## config.mk

```make
export PLATFORM = sky130hd
export DESIGN_NAME = mem_arbiter
export DESIGN_NICKNAME = d
export VERILOG_FILES = /design/src/rtl/cpu_types_pkg.sv /design/src/rtl/mem_arbiter.sv
export SDC_FILE = /design/constraint.sdc
export NUM_CORES = 1
export LEC_CHECK = 0
export BUFFER_PORTS_ARGS = -buffer_cell sky130_fd_sc_hd__buf_2
export CAP_MARGIN = 10
export CORE_AREA = 2 2 103 105
export DETAILED_ROUTE_END_ITERATION = 7
export DIE_AREA = 0 0 105 107
export GPL_ROUTABILITY_DRIVEN = 0
export HOLD_SLACK_MARGIN = 0.08
export PLACE_DENSITY = 0.59
export SLEW_MARGIN = 40
export SYNTH_ARGS = -nofsm -noshare
export SYNTH_HDL_FRONTEND = slang
export SYNTH_SLANG_ARGS = --single-unit
```

## constraint.sdc

```tcl
create_clock -name CLK -period 3.26 [get_ports CLK]
set_input_delay 0.489 -clock CLK [delete_from_list [all_inputs] [get_ports CLK]]
set_output_delay 0.489 -clock CLK [all_outputs]
set_load 0.1 [all_outputs]
```

## src/rtl/cpu_types_pkg.sv

```systemverilog
// Shared CPU types: data word, RAM port status and the memory arbiter state.
package cpu_types_pkg;

    typedef logic [31:0] word_t;

    typedef enum logic [1:0] {
        FREE   = 2'd0,
        BUSY   = 2'd1,
        ACCESS = 2'd2,
        ERROR  = 2'd3
    } ramstate_t;

    typedef enum logic [1:0] {
        IDLE   = 2'd0,
        DGRANT = 2'd1,
        IGRANT = 2'd2
    } arb_state_t;

    // Data grants in a row (with the instruction side waiting) before fetch wins.
    localparam logic [1:0] STARVE_MAX = 2'd3;

endpackage

```

## src/rtl/mem_arbiter.sv

```systemverilog
// Two-requester arbiter sharing one RAM port between instruction fetch and data.
// Data normally wins; after three data completions in a row while fetch is
// waiting, fetch gets the next grant. Every grant is followed by an IDLE bubble.
module mem_arbiter
    import cpu_types_pkg::*;
(
    input  logic      CLK,
    input  logic      RST,
    input  logic      iREN,
    input  word_t     iaddr,
    input  logic      dREN,
    input  logic      dWEN,
    input  word_t     daddr,
    input  word_t     dstore,
    input  ramstate_t ramstate,
    input  word_t     ramload,
    output logic      iwait,
    output logic      dwait,
    output word_t     iload,
    output word_t     dload,
    output logic      ramREN,
    output logic      ramWEN,
    output word_t     ramaddr,
    output word_t     ramstore,
    output logic      merr
);

    arb_state_t state_q, state_d;
    logic [1:0] starve_q, starve_d;
    logic       merr_q, merr_d;

    logic d_req;
    logic starve_active;

    assign d_req         = dREN | dWEN;
    assign starve_active = (starve_q == STARVE_MAX);
    assign merr          = merr_q;

    // Next-state, starvation counter and sticky error flag.
    always_comb begin
        state_d  = state_q;
        starve_d = starve_q;
        merr_d   = merr_q;
        case (state_q)
            IDLE: begin
                if (d_req && !(starve_active && iREN)) begin
                    state_d = DGRANT;
                end else if (iREN) begin
                    state_d = IGRANT;
                end
            end
            DGRANT: begin
                if (!d_req) begin
                    state_d = IDLE;
                end else if (ramstate == ACCESS) begin
                    state_d = IDLE;
                    if (iREN && !starve_active) begin
                        starve_d = starve_q + 2'd1;
                    end
                end else if (ramstate == ERROR) begin
                    state_d = IDLE;
                    merr_d  = 1'b1;
                end
            end
            IGRANT: begin
                if (!iREN) begin
                    state_d = IDLE;
                end else if (ramstate == ACCESS) begin
                    state_d  = IDLE;
                    starve_d = '0;
                end else if (ramstate == ERROR) begin
                    state_d = IDLE;
                    merr_d  = 1'b1;
                end
            end
            default: state_d = IDLE;
        endcase
        if (!iREN) begin
            starve_d = '0;
        end
    end

    // State registers with synchronous reset that wins over any transaction.
    always_ff @(posedge CLK) begin
        if (RST) begin
            state_q  <= IDLE;
            starve_q <= '0;
            merr_q   <= 1'b0;
        end else begin
            state_q  <= state_d;
            starve_q <= starve_d;
            merr_q   <= merr_d;
        end
    end

    // RAM port and requester outputs; reset forces the IDLE values immediately.
    always_comb begin
        ramREN   = 1'b0;
        ramWEN   = 1'b0;
        ramaddr  = '0;
        ramstore = '0;
        iwait    = 1'b1;
        dwait    = 1'b1;
        iload    = '0;
        dload    = '0;
        if (!RST) begin
            case (state_q)
                DGRANT: begin
                    ramREN   = dREN;
                    ramWEN   = dWEN;
                    ramaddr  = daddr;
                    ramstore = dstore;
                    if (d_req && ramstate == ACCESS) begin
                        dwait = 1'b0;
                        dload = ramload;
                    end
                end
                IGRANT: begin
                    ramREN  = iREN;
                    ramaddr = iaddr;
                    if (iREN && ramstate == ACCESS) begin
                        iwait = 1'b0;
                        iload = ramload;
                    end
                end
                default: begin
                end
            endcase
        end
    end

endmodule

```

==> flow_summary_export.csv, run 1 <==
group,metric,value,unit
global_route,grt_pass1_vias,2441,
timing,setup_repair_after_global_routing_missed_its_margin,"no",
min_path,hp-start,"merr$_SDFFE_PP0P_",
detailed_routing,route.vias.total,2615,
synth,sequential_area_share_after_synthesis,0.0666,
floorplanning,die_width,105,um
placement,buffer_ports.inserted,267,
synth,yosys_warnings,0,
synth,synthesis.nets,375,
pwr,p_per_area,175,nW/um^2
clock_network,postCtsHoldBufs,0,
clock_network,clk_pin_slew_worst_setup_hold_paths,0.04,ns
critical_path,cp.required,2.77,ns
floorplanning,core_area,10100,um^2
min_path,type_of_the_worst_min_delay_path,"flip-flop to flip-flop",
clock_network,clockRootBuffer,"sky130_fd_sc_hd__clkbuf_8",
global_route,first_pass_grt_wire_length,12.0,mm
timing,timing.final.crit_period,2.49,ns
clock_network,numCtsBuffers,3,
placement,placed_area,3910,um^2
synth,syn-mean-instance-area,6.39,um^2
global_route,antenna_found_initial,0,
floorplanning,die_h,107,um
synth,syn-instance-count,235,
cells_and_area,filler_cell_count,1034,
detailed_routing,detail_route.first_pass.iterations,5,
timing,worst_slew_pin_tran,0.511,ns
global_route,grt_use_total,0.128,
detailed_routing,detail_route.drc_violations,0,
timing,highest_clock_rate,402,MHz
cells_and_area,final_area,3960,um^2
detailed_routing,avgViaCountPerCell,4.18,
critical_path,type_of_element_launching_the_critical_path,"flip-flop",
global_route,grt_overflow,0,
floorplanning,area_of_the_die,11200,um^2
status,outcome,"finished clean",
detailed_routing,route.antenna.remaining_nets,0,
cells_and_area,n_antenna_cell,0,
detailed_routing,routed_wl,7.95,mm
run,cap_violations,0,
critical_path,path_class,"flip-flop to output port",
synth,synth_cell_types,29,
critical_path,critical_path.max_fanout,34,
placement,post-dp-hpwl,6.83,mm
clock_network,clk_path_buf_depth,2,
clock_network,ctsHtreeMaxLevel,1,
detailed_routing,drt-wirelength-per-cell,12.7,um
detailed_routing,drt-initial-drc-count,171,
floorplanning,io_pins,268,
synth,yosys_register_bits,5,
timing,slew-limit-headroom,0.662,
cells_and_area,layout-area-overhead-vs-synth,163,%
synth,synthesis.area,1500,um^2
timing,total_of_endpoints_with_negative_setup_slack_in_the_final_report,0,
critical_path,worst_ep_arrival_time,2.00,ns
timing,final_hold_viol_count,0,
timing,setup_tns,0,ns
floorplanning,initial_utilization,0.149,
cells_and_area,finish.net_count,630,
clock_network,post_cts_resize_count,0,
critical_path,timing.rr.start,"state_q[1]$_SDFFE_PP0P_",
floorplanning,placementRows,37,
pwr,p_leak,2.01,nW
timing,drv_slew,0,
timing,layout_worst_path_cycle_share,0.764,
timing,worst_hold_slack,0.453,ns
clock_network,post-cts-setup-buffers,0,
critical_path,crit_path_start,"state_q[1]$_SDFFE_PP0P_",
cells_and_area,post_route_cells_drive_above_1_share,0.573,
critical_path,worst_setup_path_end_kind,"output port",
pwr,vdd.ir_drop.worst,218,uV
global_route,grt_max_degree,41,
cells_and_area,final_core_utilization,0.392,
clock_network,tritoncts,"built",
clock_network,insertion_delay,0.23,ns
clock_network,clock_sinks,5,
timing,skew,0.00300,ns
## synthesized netlist by cell type, drive strengths merged
library cell,n,share of area
or3,2,0.0083
and2b,1,0.0067
and3,1,0.0075
a21o,1,0.0050
o211a,1,0.0067
ha,5,0.042
nor2b,1,0.0042
nand2,1,0.0025
inv,6,0.015
a21oi,4,0.013
nand3b,1,0.0075
and2,97,0.40
dfxtp,5,0.067
nor3,1,0.011
nand3,5,0.017
clkbuf,7,0.017
nor3b,1,0.0050
a32o,1,0.0067
a31oi,3,0.012
or2,1,0.0058
nor2,36,0.090
o21ai,2,0.0067
o21a,1,0.0050
a22oi,33,0.16
nor4b,1,0.0058
buf,14,0.052
nand2b,3,0.012
## metal layers
metal,track usage,wire length [um],vias up
met5,0,0,-
met4,0.0162,27,0
met2,0.246,4210,154
li1,-,-,1288
met1,0.149,2990,1170
met3,0.0286,717,3
## sequential cells by signal, indices dropped and copies added, names as in the netlist
signal / flops
state_q: 2
starve_q: 2
merr: 1
## cell type report
cell class | count | area, um^2 | share of cell area
Multi-Input combinational cell | 203 | 1280 | 0.323
Sequential cell | 5 | 100 | 0.0253
Clock buffer | 4 | 45.0 | 0.0114
Inverter | 6 | 22.5 | 0.00569
Tap cell | 136 | 170 | 0.0430
Timing Repair Buffer | 271 | 2340 | 0.592
## final timing paths
path,endpoint,slack (ns),cells past startpoint
max,dload[13],0.77,6
min,merr$_SDFFE_PP0P_,0.45,2
max reg2reg,starve_q[0]$_SDFFE_PP0P_,1.60,6
min reg2reg,merr$_SDFFE_PP0P_,0.45,2
## critical path: stages, from the launching register on
cell and delay [ns]:
sky130_fd_sc_hd__dfxtp_1 0.33, sky130_fd_sc_hd__inv_1 0.09, sky130_fd_sc_hd__ha_1 0.18, sky130_fd_sc_hd__and2b_4 0.33
sky130_fd_sc_hd__and3_4 0.40, sky130_fd_sc_hd__and2_1 0.23, sky130_fd_sc_hd__buf_12 0.19
## placed cells by master (no fill, tap or decap), types with 2 or more instances in the layout
master                     synthesis  layout
sky130_fd_sc_hd__buf_2            11     202
sky130_fd_sc_hd__and2_1           97      97
sky130_fd_sc_hd__buf_12            0      65
sky130_fd_sc_hd__nor2_1           36      36
sky130_fd_sc_hd__a22oi_1          33      33
sky130_fd_sc_hd__inv_1             5       5
sky130_fd_sc_hd__nand3_1           5       5
sky130_fd_sc_hd__ha_1              5       5
sky130_fd_sc_hd__dfxtp_1           5       5
sky130_fd_sc_hd__a21oi_1           4       4
sky130_fd_sc_hd__buf_4             3       4
sky130_fd_sc_hd__nand2b_1          3       3
sky130_fd_sc_hd__a31oi_1           3       3
sky130_fd_sc_hd__clkbuf_8          0       3
sky130_fd_sc_hd__o21ai_0           2       2
sky130_fd_sc_hd__or3_1             2       2
## cell families (layout without fill, tap and decap cells)
kind of cell | count (synthesis) | in the layout | synth area share
fa+ha+maj | 5 | 5 | 0.0416
simple gates | 152 | 152 | 0.587
compound gates | 46 | 46 | 0.221
flops | 5 | 5 | 0.0666
buf+inv | 27 | 281 | 0.0841
## per-stage QoR
stage | setup slack, ns | total power [mW] | cells
floorplan | 0.408 | 0.419 | 235
CTS | 0.705 | 0.696 | 625
detailed placement | 0.845 | 0.571 | 621
global placement | 0.910 | 0.563 | 621
global route | 0.589 | 0.723 | 625
finish | 0.770 | 0.691 | 625
## report_power, final
part           switching [mW]  leakage [nW]  internal [mW]
Sequential            0.00246        0.0407         0.0642
Combinational           0.363          1.95          0.140
Clock                  0.0367        0.0228         0.0845
Total                   0.403          2.01          0.288
Note: power is estimated with default switching activity, not from simulation.
==> run 2: changes to the inputs <==
--- a/config.mk
+++ b/config.mk
@@ -7,12 +7,12 @@
 export LEC_CHECK = 0
 export BUFFER_PORTS_ARGS = -buffer_cell sky130_fd_sc_hd__buf_2
 export CAP_MARGIN = 10
-export CORE_AREA = 2 2 103 105
+export CORE_AREA = 2 2 104 106
 export DETAILED_ROUTE_END_ITERATION = 7
-export DIE_AREA = 0 0 105 107
+export DIE_AREA = 0 0 106 108
 export GPL_ROUTABILITY_DRIVEN = 0
 export HOLD_SLACK_MARGIN = 0.08
-export PLACE_DENSITY = 0.59
+export PLACE_DENSITY = 0.58
 export SLEW_MARGIN = 40
 export SYNTH_ARGS = -nofsm -noshare
 export SYNTH_HDL_FRONTEND = slang
==> constraint.sdc (replaced) <==
create_clock -name CLK -period 2.3 [get_ports CLK]
set_input_delay 0.345 -clock CLK [delete_from_list [all_inputs] [get_ports CLK]]
set_output_delay 0.345 -clock CLK [all_outputs]
set_load 0.1 [all_outputs]
==> flow_summary_export.csv, run 2 (synthesis results as in run 1) <==
group,metric,value,unit
clock_network,tritoncts,"built",
floorplanning,io_pins,268,
placement,placed_area,4970,um^2
pwr,design_power_total,1.15,mW
pwr,p_per_area,228,nW/um^2
pwr,comb_power_share,0.771,
floorplanning,die_h,108,um
floorplanning,core_area,10200,um^2
detailed_routing,avgViaCountPerCell,4.28,
timing,highest_clock_rate,461,MHz
cells_and_area,n_antenna_cell,0,
cells_and_area,layout.cells.most_common_list,"sky130_fd_sc_hd__buf_2 (137), sky130_fd_sc_hd__buf_12 (131), sky130_fd_sc_hd__and2_1 (97)",
placement,post-dp-hpwl,7.83,mm
status,outcome,"finished clean",
global_route,grt_pass1_vias,2680,
timing,layout_worst_path_cycle_share,0.943,
cells_and_area,final_area,5030,um^2
pwr,seq_power_share,0.083,
detailed_routing,drt-wirelength-per-cell,14.3,um
timing,total_of_endpoints_with_negative_setup_slack_in_the_final_report,0,
run,cap_violations,0,
global_route,grt_max_degree,41,
detailed_routing,detail_route.first_pass.iterations,4,
critical_path,critical_path.max_fanout,33,
pwr,power_switching,609,uW
critical_path,setup.worst_path.end,"dwait",
global_route,first_pass_grt_wire_length,13.6,mm
cells_and_area,final_core_utilization,0.491,
detailed_routing,drt-initial-drc-count,91,
timing,setup_repair_after_global_routing_missed_its_margin,"no",
global_route,grt_overflow,0,
detailed_routing,routed_wl,8.94,mm
cells_and_area,layout-area-overhead-vs-synth,234,%
cells_and_area,post_route_cells_drive_above_1_share,0.624,
critical_path,worst_setup_path_end_kind,"output port",
pwr,vdd.ir_drop.worst,309,uV
timing,drv_slew,0,
critical_path,cp.required,1.96,ns
timing,setup_tns,0,ns
critical_path,type_of_element_launching_the_critical_path,"flip-flop",
min_path,type_of_the_worst_min_delay_path,"input pin to flip-flop",
clock_network,clk_path_buf_depth,2,
clock_network,clock_sinks,5,
pwr,swShare,0.532,
timing,worst_slew_pin_tran,0.501,ns
floorplanning,die_width,106,um
cells_and_area,post_layout_nonfiller_instances,626,
critical_path,crit_path_start,"state_q[1]$_SDFFE_PP0P_",
global_route,antenna_found_initial,0,
critical_path,r2r_slack,0.68,ns
clock_network,clockRootBuffer,"sky130_fd_sc_hd__clkbuf_8",
detailed_routing,route.antenna.remaining_nets,0,
detailed_routing,detail_route.drc_violations,0,
min_path,cell_depth_of_the_worst_hold_path,2,
clock_network,numCtsBuffers,3,
critical_path,worst_ep_arrival_time,1.82,ns
floorplanning,placementRows,37,
pwr,p_leak,2.20,nW
pwr,clock_network_power_share,0.146,
cells_and_area,finish.net_count,631,
timing,final_critical_path_setup_slack,0.130,ns
timing,skew,0.000706,ns
critical_path,path_class,"flip-flop to output port",
critical_path,reg2regPathDepth,6,
clock_network,clk_pin_slew_worst_setup_hold_paths,0.04,ns
clock_network,ctsHtreeMaxLevel,1,
detailed_routing,route.vias.total,2677,
pwr,p_int,536,uW
floorplanning,initial_utilization,0.147,
clock_network,post-cts-setup-buffers,0,
cells_and_area,mostFrequentLayoutCell,"sky130_fd_sc_hd__buf_2",
critical_path,timing.rr.start,"state_q[1]$_SDFFE_PP0P_",
placement,buffer_ports.inserted,267,
timing,worst_hold_slack,0.367,ns
global_route,grt_use_total,0.146,
placement,place_worst_setup_slack,0.330,ns
placement,numPlacedInstances,622,
floorplanning,area_of_the_die,11400,um^2
timing,timing.final.crit_period,2.17,ns
clock_network,insertion_delay,0.23,ns
critical_path,crit-reg2reg-capture,"starve_q[1]$_SDFFE_PP0P_",
timing,final_hold_viol_count,0,
timing,slew-limit-headroom,0.669,
run 2: worst min-delay path by stage:
stage                           start                end  slack (ns)
finish                            RST  merr$_SDFFE_PP0P_        0.37
global route                      RST  merr$_SDFFE_PP0P_        0.40
CTS                               RST  merr$_SDFFE_PP0P_        0.35
detailed placement  merr$_SDFFE_PP0P_  merr$_SDFFE_PP0P_        0.44
global placement    merr$_SDFFE_PP0P_  merr$_SDFFE_PP0P_        0.44
floorplan                         RST  merr$_SDFFE_PP0P_        0.41
run 2: routing by layer:
metal	wire, um	global-route usage	vias to the layer above
met5	0	0	-
met4	150	0.0329	0
met3	638	0.0332	17
met2	5000	0.289	145
met1	3150	0.156	1224
li1	-	-	1291
run 2: power by group through the flow:
stage | Clock [mW] | Sequential (mW) | Combinational, mW
final | 0.167 | 0.0949 | 0.884
after global routing | 0.179 | 0.0952 | 0.928
after CTS | 0.171 | 0.0946 | 0.889
after detailed placement | 0 | 0.0959 | 0.888
after global placement | 0 | 0.0954 | 0.874
after floorplan | 0 | 0.103 | 0.506
run 2: layout make-up:
type,instances,area (um^2)
fillers,924,5200
well taps,136,170
inverters,6,22.5
repair buffers,272,3350
multi-input cells,203,1340
flip-flops and latches,5,100
clock buffers,4,45.0
run 2: critical path, cell delays in order (launching register included):
cell and delay [ns]:
sky130_fd_sc_hd__dfxtp_1 0.38, sky130_fd_sc_hd__inv_1 0.08, sky130_fd_sc_hd__ha_1 0.20, sky130_fd_sc_hd__and2b_4 0.17, sky130_fd_sc_hd__and3_4 0.26, sky130_fd_sc_hd__inv_1 0.07
sky130_fd_sc_hd__buf_2 0.42
run 2: repair_timing:
item	4_1_cts	5_1_grt
hold buffers	0	0
setup endpoints to repair	0	38
resized for setup	0	3
